<file path="src/rtl/param_fifo_pkg.sv">
// Shared constants and width helpers for the parameterised FIFO.
// Widths: pointer = clog2(depth), count = clog2(depth)+1.
package param_fifo_pkg;

  localparam int DEF_WIDTH = 8;
  localparam int DEF_DEPTH = 8;

  function automatic int ptr_w(input int depth);
    return (depth > 1) ? $clog2(depth) : 1;
  endfunction

  function automatic int cnt_w(input int depth);
    return ptr_w(depth) + 1;
  endfunction

endpackage

</file>
<file path="src/rtl/param_fifo_mem.sv">
// fifo_mem: 1W/1R register array, synchronous write, registered read.
// Read register resets to 0 and holds when rd_en is low.
module fifo_mem
  import param_fifo_pkg::*;
#(
  parameter int WIDTH = DEF_WIDTH,
  parameter int DEPTH = DEF_DEPTH,
  parameter int PW    = ptr_w(DEPTH)
) (
  input  logic             clk,
  input  logic             rst,
  input  logic             wr_en,
  input  logic [PW-1:0]    wr_addr,
  input  logic [WIDTH-1:0] wr_data,
  input  logic             rd_en,
  input  logic [PW-1:0]    rd_addr,
  output logic [WIDTH-1:0] rd_data
);

  logic [WIDTH-1:0] mem [DEPTH];

  always_ff @(posedge clk) begin
    if (wr_en) mem[wr_addr] <= wr_data;
  end

  always_ff @(posedge clk or posedge rst) begin
    if (rst)        rd_data <= '0;
    else if (rd_en) rd_data <= mem[rd_addr];
  end

endmodule

</file>
<file path="src/rtl/param_fifo.sv">
// Synchronous FIFO: pointers, count, flags, optional sticky errors.
// Define PARAM_FIFO_ERR_EN to build overflow/underflow tracking.
module param_fifo
  import param_fifo_pkg::*;
#(
  parameter int WIDTH  = DEF_WIDTH,
  parameter int DEPTH  = DEF_DEPTH,
  parameter int AF_LVL = DEPTH - 2,
  parameter int AE_LVL = 2
) (
  input  logic                     clk,
  input  logic                     rst,
  input  logic                     wren,
  input  logic                     rden,
  input  logic [WIDTH-1:0]         i_data,
  output logic [WIDTH-1:0]         o_data,
  output logic                     full,
  output logic                     empty,
  output logic                     almost_full,
  output logic                     almost_empty,
  output logic [cnt_w(DEPTH)-1:0]  count,
  input  logic                     clr_err,
  output logic                     overflow,
  output logic                     underflow
);

  localparam int PW = ptr_w(DEPTH);
  localparam int CW = cnt_w(DEPTH);

  logic [PW-1:0] wr_ptr;
  logic [PW-1:0] rd_ptr;
  logic [CW-1:0] cnt;
  logic          wr_acc;
  logic          rd_acc;

  assign full         = (cnt == CW'(DEPTH));
  assign empty        = (cnt == '0);
  assign almost_full  = (cnt >= CW'(AF_LVL));
  assign almost_empty = (cnt <= CW'(AE_LVL));
  assign count        = cnt;

  // A read frees a slot in the same edge, so full+rden still writes.
  assign wr_acc = wren & (~full | rden);
  assign rd_acc = rden & ~empty;

  fifo_mem #(
    .WIDTH (WIDTH),
    .DEPTH (DEPTH),
    .PW    (PW)
  ) u_mem (
    .clk     (clk),
    .rst     (rst),
    .wr_en   (wr_acc),
    .wr_addr (wr_ptr),
    .wr_data (i_data),
    .rd_en   (rd_acc),
    .rd_addr (rd_ptr),
    .rd_data (o_data)
  );

  always_ff @(posedge clk or posedge rst) begin
    if (rst) begin
      wr_ptr <= '0;
      rd_ptr <= '0;
    end else begin
      if (wr_acc) wr_ptr <= wr_ptr + PW'(1);
      if (rd_acc) rd_ptr <= rd_ptr + PW'(1);
    end
  end

  always_ff @(posedge clk or posedge rst) begin
    if (rst) begin
      cnt <= '0;
    end else begin
      unique case (1'b1)
        wr_acc & ~rd_acc: cnt <= cnt + CW'(1);
        rd_acc & ~wr_acc: cnt <= cnt - CW'(1);
        default:          cnt <= cnt;
      endcase
    end
  end

`ifdef PARAM_FIFO_ERR_EN
  logic ovf_set;
  logic unf_set;

  assign ovf_set = wren & full & ~rden;
  assign unf_set = rden & empty;

  // Set wins over clear in the same cycle.
  always_ff @(posedge clk or posedge rst) begin
    if (rst) begin
      overflow  <= 1'b0;
      underflow <= 1'b0;
    end else begin
      if (ovf_set)      overflow <= 1'b1;
      else if (clr_err) overflow <= 1'b0;
      if (unf_set)      underflow <= 1'b1;
      else if (clr_err) underflow <= 1'b0;
    end
  end
`else
  logic unused_clr;
  assign unused_clr = clr_err;
  assign overflow   = 1'b0;
  assign underflow  = 1'b0;
`endif

endmodule

</file>
<file path="config.mk">
export PLATFORM = sky130hd
export DESIGN_NAME = param_fifo
export DESIGN_NICKNAME = d
export VERILOG_FILES = /design/src/rtl/param_fifo_pkg.sv /design/src/rtl/param_fifo_mem.sv /design/src/rtl/param_fifo.sv
export SDC_FILE = /design/constraint.sdc
export NUM_CORES = 1
export LEC_CHECK = 0
export CORE_MARGIN = 1
export CORE_UTILIZATION = 60
export CTS_CLUSTER_DIAMETER = 120
export DETAILED_ROUTE_END_ITERATION = 10
export GPL_TIMING_DRIVEN = 0
export PLACE_DENSITY = 0.81
export SYNTH_ARGS = -nofsm -noshare
export SYNTH_HDL_FRONTEND = slang
export SYNTH_SLANG_ARGS = --single-unit
</file>
<file path="constraint.sdc">
create_clock -name clk -period 4.7 [get_ports clk]
set_input_delay 0.94 -clock clk [delete_from_list [all_inputs] [get_ports clk]]
set_output_delay 0.94 -clock clk [all_outputs]
set_load 0.1 [all_outputs]
</file>
; Word-level counts from Yosys, hierarchy flattened
; Memories as Yosys holds them, arrays and structs flattened. A register that Yosys moved wholly into a read port is not among the register bits.
; Cells that the tools add are included.
[totals]
ff_bits = 10
ramBits = 64
out_inout_bits = 18
elab_cells = 25
mem_count = 1
[op_classes]
add_sub_neg = 4
n_lt_le_gt_ge = 2
eq_ne = 1
n_mux = 3
n_bitwise = 9
n_reduce_logical = 2
[mem_list]
columns = memory, depth, width, read_ports, rd_clocked_by_memory_dff, write_ports, line
row1 = u_mem.mem, 8, 8, 1, 1, 1, param_fifo_mem.sv:20  ; logic [WIDTH-1:0] mem [DEPTH];
[ops]
columns = operator, n
row1 = $pmux W4 S2, 1
row2 = $add A3 B1 Y3 const B, 2
row3 = $add A4 B1 Y4 const B, 1
row4 = $and A1 B1 Y1, 4
row5 = $eq A4 B4 Y1 const B, 1
row6 = $ge A4 B3 Y1 const B, 1
row7 = $le A4 B2 Y1 const B, 1
row8 = $logic_not A4 Y1, 1
row9 = $not A1 Y1, 4
row10 = $sub A4 B1 Y4 const B, 1
row11 = $mux W1, 2
row12 = $reduce_bool A2 Y1, 1
row13 = $or A1 B1 Y1, 1

; Logic depth before layout (Yosys ltp)
[logic_depth]
ltp_word = 7
ltp_mapped = 10
ltp_nobuf = 9

; Modules after synthesis
; A second synthesis with hierarchy kept.
[unflattened]
cells_unflattened = 232
area_unflattened_um2 = 3515.9
[modules_own_cells]
columns = mod, n_inst, cells_per_inst, area_each_um2
row1 = fifo_mem, 1, 170, 2865.2
row2 = param_fifo, 1, 62, 650.6

; Worst setup path before layout
; Ideal clock, no wire load.
[synth_timing]
kind = register -> output
start = register cnt[0], in the netlist count[0]
end = output port empty
t_arrival_ns = 3.974
t_required_ns = 3.760
path_slack_ns = -0.214
path_stages_with_launch = 3
n_path_buf = 1
cell_sequence = dfrtp_1 -> buf_6 -> nor4_1
[synth_via]
elab_chain_len = 1
[synth_rtl]
columns = item, line
row1 = from (decl), param_fifo.sv:32  ; logic [CW-1:0] cnt;
row2 = from (signal assigned), param_fifo.sv:76  ; wr_acc & ~rd_acc: cnt <= cnt + CW'(1);
row3 = from (signal assigned), param_fifo.sv:77  ; rd_acc & ~wr_acc: cnt <= cnt - CW'(1);
row4 = from (signal assigned), param_fifo.sv:78  ; default: cnt <= cnt;
row5 = $logic_not A4 Y1, param_fifo.sv:37  ; assign empty = (cnt == '0);
row6 = to (decl), param_fifo.sv:18  ; output logic empty,
; No other way between the ends.

; Worst setup path in the final report
[layout_timing]
start = register cnt[0], in the netlist count[0]
end = output port full
[layout_via]
elab_chain_len = 1
[layout_rtl]
columns = item, line
row1 = $eq A4 B4 Y1, param_fifo.sv:36  ; assign full = (cnt == CW'(DEPTH));
row2 = to (decl), param_fifo.sv:17  ; output logic full,
; No other way between the ends.

==> run summary <==
Clock transition at path regs -> 0.08 ns
largest net degree at the start of global routing -> 19
Antenna diodes -> 0
drt first pass iters -> 4
initial detailed-routing violation count -> 205
mux contribution to synthesized area -> 10.2%
Synth cell types -> 37
endpoints failing hold -> 0
clock sink total -> 82
CP max stage delay -> 1.12 ns
top post-synthesis cells by count -> edfxtp_1 (64), nand2_1 (20), dfrtp_1 (18)
largest family of logic cells by synthesized area -> multiplexers
Synth async-reset ratio -> 22.0%
min-delay src -> u_mem.rd_data[4]
CTS max path bufs -> 2
CP Class -> flop to output port
Setup WS post-layout -> 1.15 ns
routed length per placed instance -> 16.8 µm
worst-path cell chain -> buf_6 -> or4b_4 -> inv_1 -> clkdlybuf4s50_1
worst hold stages -> 2
Syn. warnings -> 0
core area -> 5540 µm²
routed vias -> 1,913
post_cts resized -> 0
CP required -> 3.76 ns
synthesis-to-finish area growth -> 16.1%
Crit-path slowest cell -> clkdlybuf4s50_1
DRC viols -> 0
Synth Area in Compound Gates -> 7.47%
GRT Total Usage -> 21.7%
Placed Area -> 3830 µm²
Max-slew headroom -> 16.3%
Startpoint Class -> flop
CTS tree -> done
Port Buffers -> 27
post-synthesis adder-cell area fraction -> 2.39%
reg2reg start -> count[0]
post-synthesis cell count -> 224
top_reg_cell synth -> edfxtp_1
Post-CTS Repair Setup Buffers -> 0
total gr overflow -> 0
Max Fclk -> 282 MHz
initial antenna violation count -> 0
measured slew at the worst slew-check pin -> 1.25 ns
synth top area cells -> edfxtp_1 (56%), dfrtp_1 (13%), mux2_2 (5.2%)
crit path launch -> count[0]
chip height -> 77.8 µm
number of H-tree levels -> 3
Final Max Slew Viols -> 0
crit path capture type -> output port
vias per cell -> 5.61
Routed Antenna Nets -> 0
status -> finished, final reports clean
Mapped Avg Cell Area -> 15.4 µm²
layout cell share with drive strength beyond 1 -> 17.8%
TritonCTS buffer count -> 9
Worst Path Arrival -> 2.61 ns
Horiz. Die Dim -> 77.8 µm
crit path max fanout -> 7
Ports -> 31
clk root buf -> clkbuf_8
final instance area -> 4010 µm²
TNS Setup -> 0 ns
top cell type's share of synthesized area -> 55.7%
RSZ-0062 raised after global routing -> no
Routed WL -> 5.73 mm
Mapped Area -> 3450 µm²
Worst Reg-to-Reg Cells -> 10
hold buffer count at cts -> 0
type of the worst min-delay path -> flop to flop
RePlAce Congestion -> 0.766
number of global-route vias before repair -> 1,796
Synth Area in Simple Gates -> 5.91%
top-count cell post-synth -> edfxtp_1
min cycle time layout -> 3.55 ns
register bit total from synthesis -> 82
period utilization -> 75.6%
first-pass GRT wire length -> 9.36 mm
die area -> 6060 µm²
# rows -> 27
fin nets -> 283
register area share after synthesis -> 68.8%
post-placement setup slack -> 1.51 ns
maxcap violations -> 0
clock skew -> 0.0144 ns
number of synthesized flops with an enable pin -> 64
clock latency on the worst-skew pair -> 0.35 ns
hpwl dp -> 3.88 mm
final setup violation count -> 0
Yosys top cell by area -> edfxtp_1
Initial Util -> 62.3%
Synth Area in XOR/XNOR -> 1.52%
## layout by cell type (no fill, tap or decap), types with 3 or more instances in the layout
| cell | n |
|---|---|
| buf_4 | 6 |
| nor3_1 | 5 |
| buf_6 | 3 |
| nand2_1 | 20 |
| ha_1 | 5 |
| mux2_2 | 16 |
| o21ai_0 | 5 |
| mux2i_1 | 17 |
| nand2b_1 | 3 |
| dfrtp_1 | 18 |
| a221o_1 | 8 |
| clkdlybuf4s50_1 | 27 |
| o22ai_1 | 8 |
| clkbuf_1 | 3 |
| clkinvlp_4 | 3 |
| inv_1 | 7 |
| edfxtp_1 | 64 |
| o21ai_1 | 5 |
| xnor2_1 | 5 |
| nor2_1 | 5 |
| clkbuf_8 | 9 |
## sequential cells by signal (all words and copies together) (netlist names)
signal,count
u_mem.rd_data,8
count,4
wr_ptr,3
u_mem.mem,64
rd_ptr,3
## area by class of cell
class | instances | area (µm²)
Fill cell | 370 | 1540
Tap cell | 72 | 90.1
Clock buffer | 11 | 131
Sequential cell | 82 | 2370
Inverter | 9 | 38.8
Timing Repair Buffer | 28 | 278
Clock inverter | 5 | 40.0
Multi-Input combinational cell | 122 | 967
Buffer | 12 | 87.6
## per-stage QoR
stage	cells	hold WS [ns]	utilization [%]
after floorplan	225	0.506	-
after global placement	324	0.462	68.9
after detailed placement	325	0.475	69.2
after CTS	341	0.492	72.3
after global routing	341	0.514	72.3
final	341	0.490	72.3
## cells by family (layout without fill, tap and decap cells)
kind of cell	count (synthesis)	in the layout
other	1	2
adder cells (fa/ha/maj)	6	6
multiplexers	33	33
flip-flops	82	82
buffers and inverters	21	65
AND/OR/NAND/NOR	42	42
XOR/XNOR	6	6
AO/OA/AOI/OAI	33	33
## per-layer routing
metal  wire, µm  track usage [%]  share of wire, %
met1       2760             30.4                48
met2       2640             31.5                46
met3        271             6.35               4.7
met4         62             9.62               1.1
met5          0                0                 0
## worst paths after layout
path | slack, ns | end
hold / removal | 0.49 | u_mem.rd_data[4]
setup reg to reg | 2.13 | count[3]
min in group asynchronous | 1.01 | u_mem.rd_data[2]
hold reg to reg | 0.49 | u_mem.rd_data[4]
max in group asynchronous | 3.24 | wr_ptr[0]
setup / recovery | 1.15 | full
## worst max-delay path, delay by kind of cell (launching register included)
kind,cells,cell delay [ns]
flip-flops,1,0.39
AND/OR/NAND/NOR,1,0.54
buffers and inverters,3,1.33
Power is left out: the tool's default activity adds up to more than one toggle a clock period on the data nets, which glitch-free logic cannot reach.
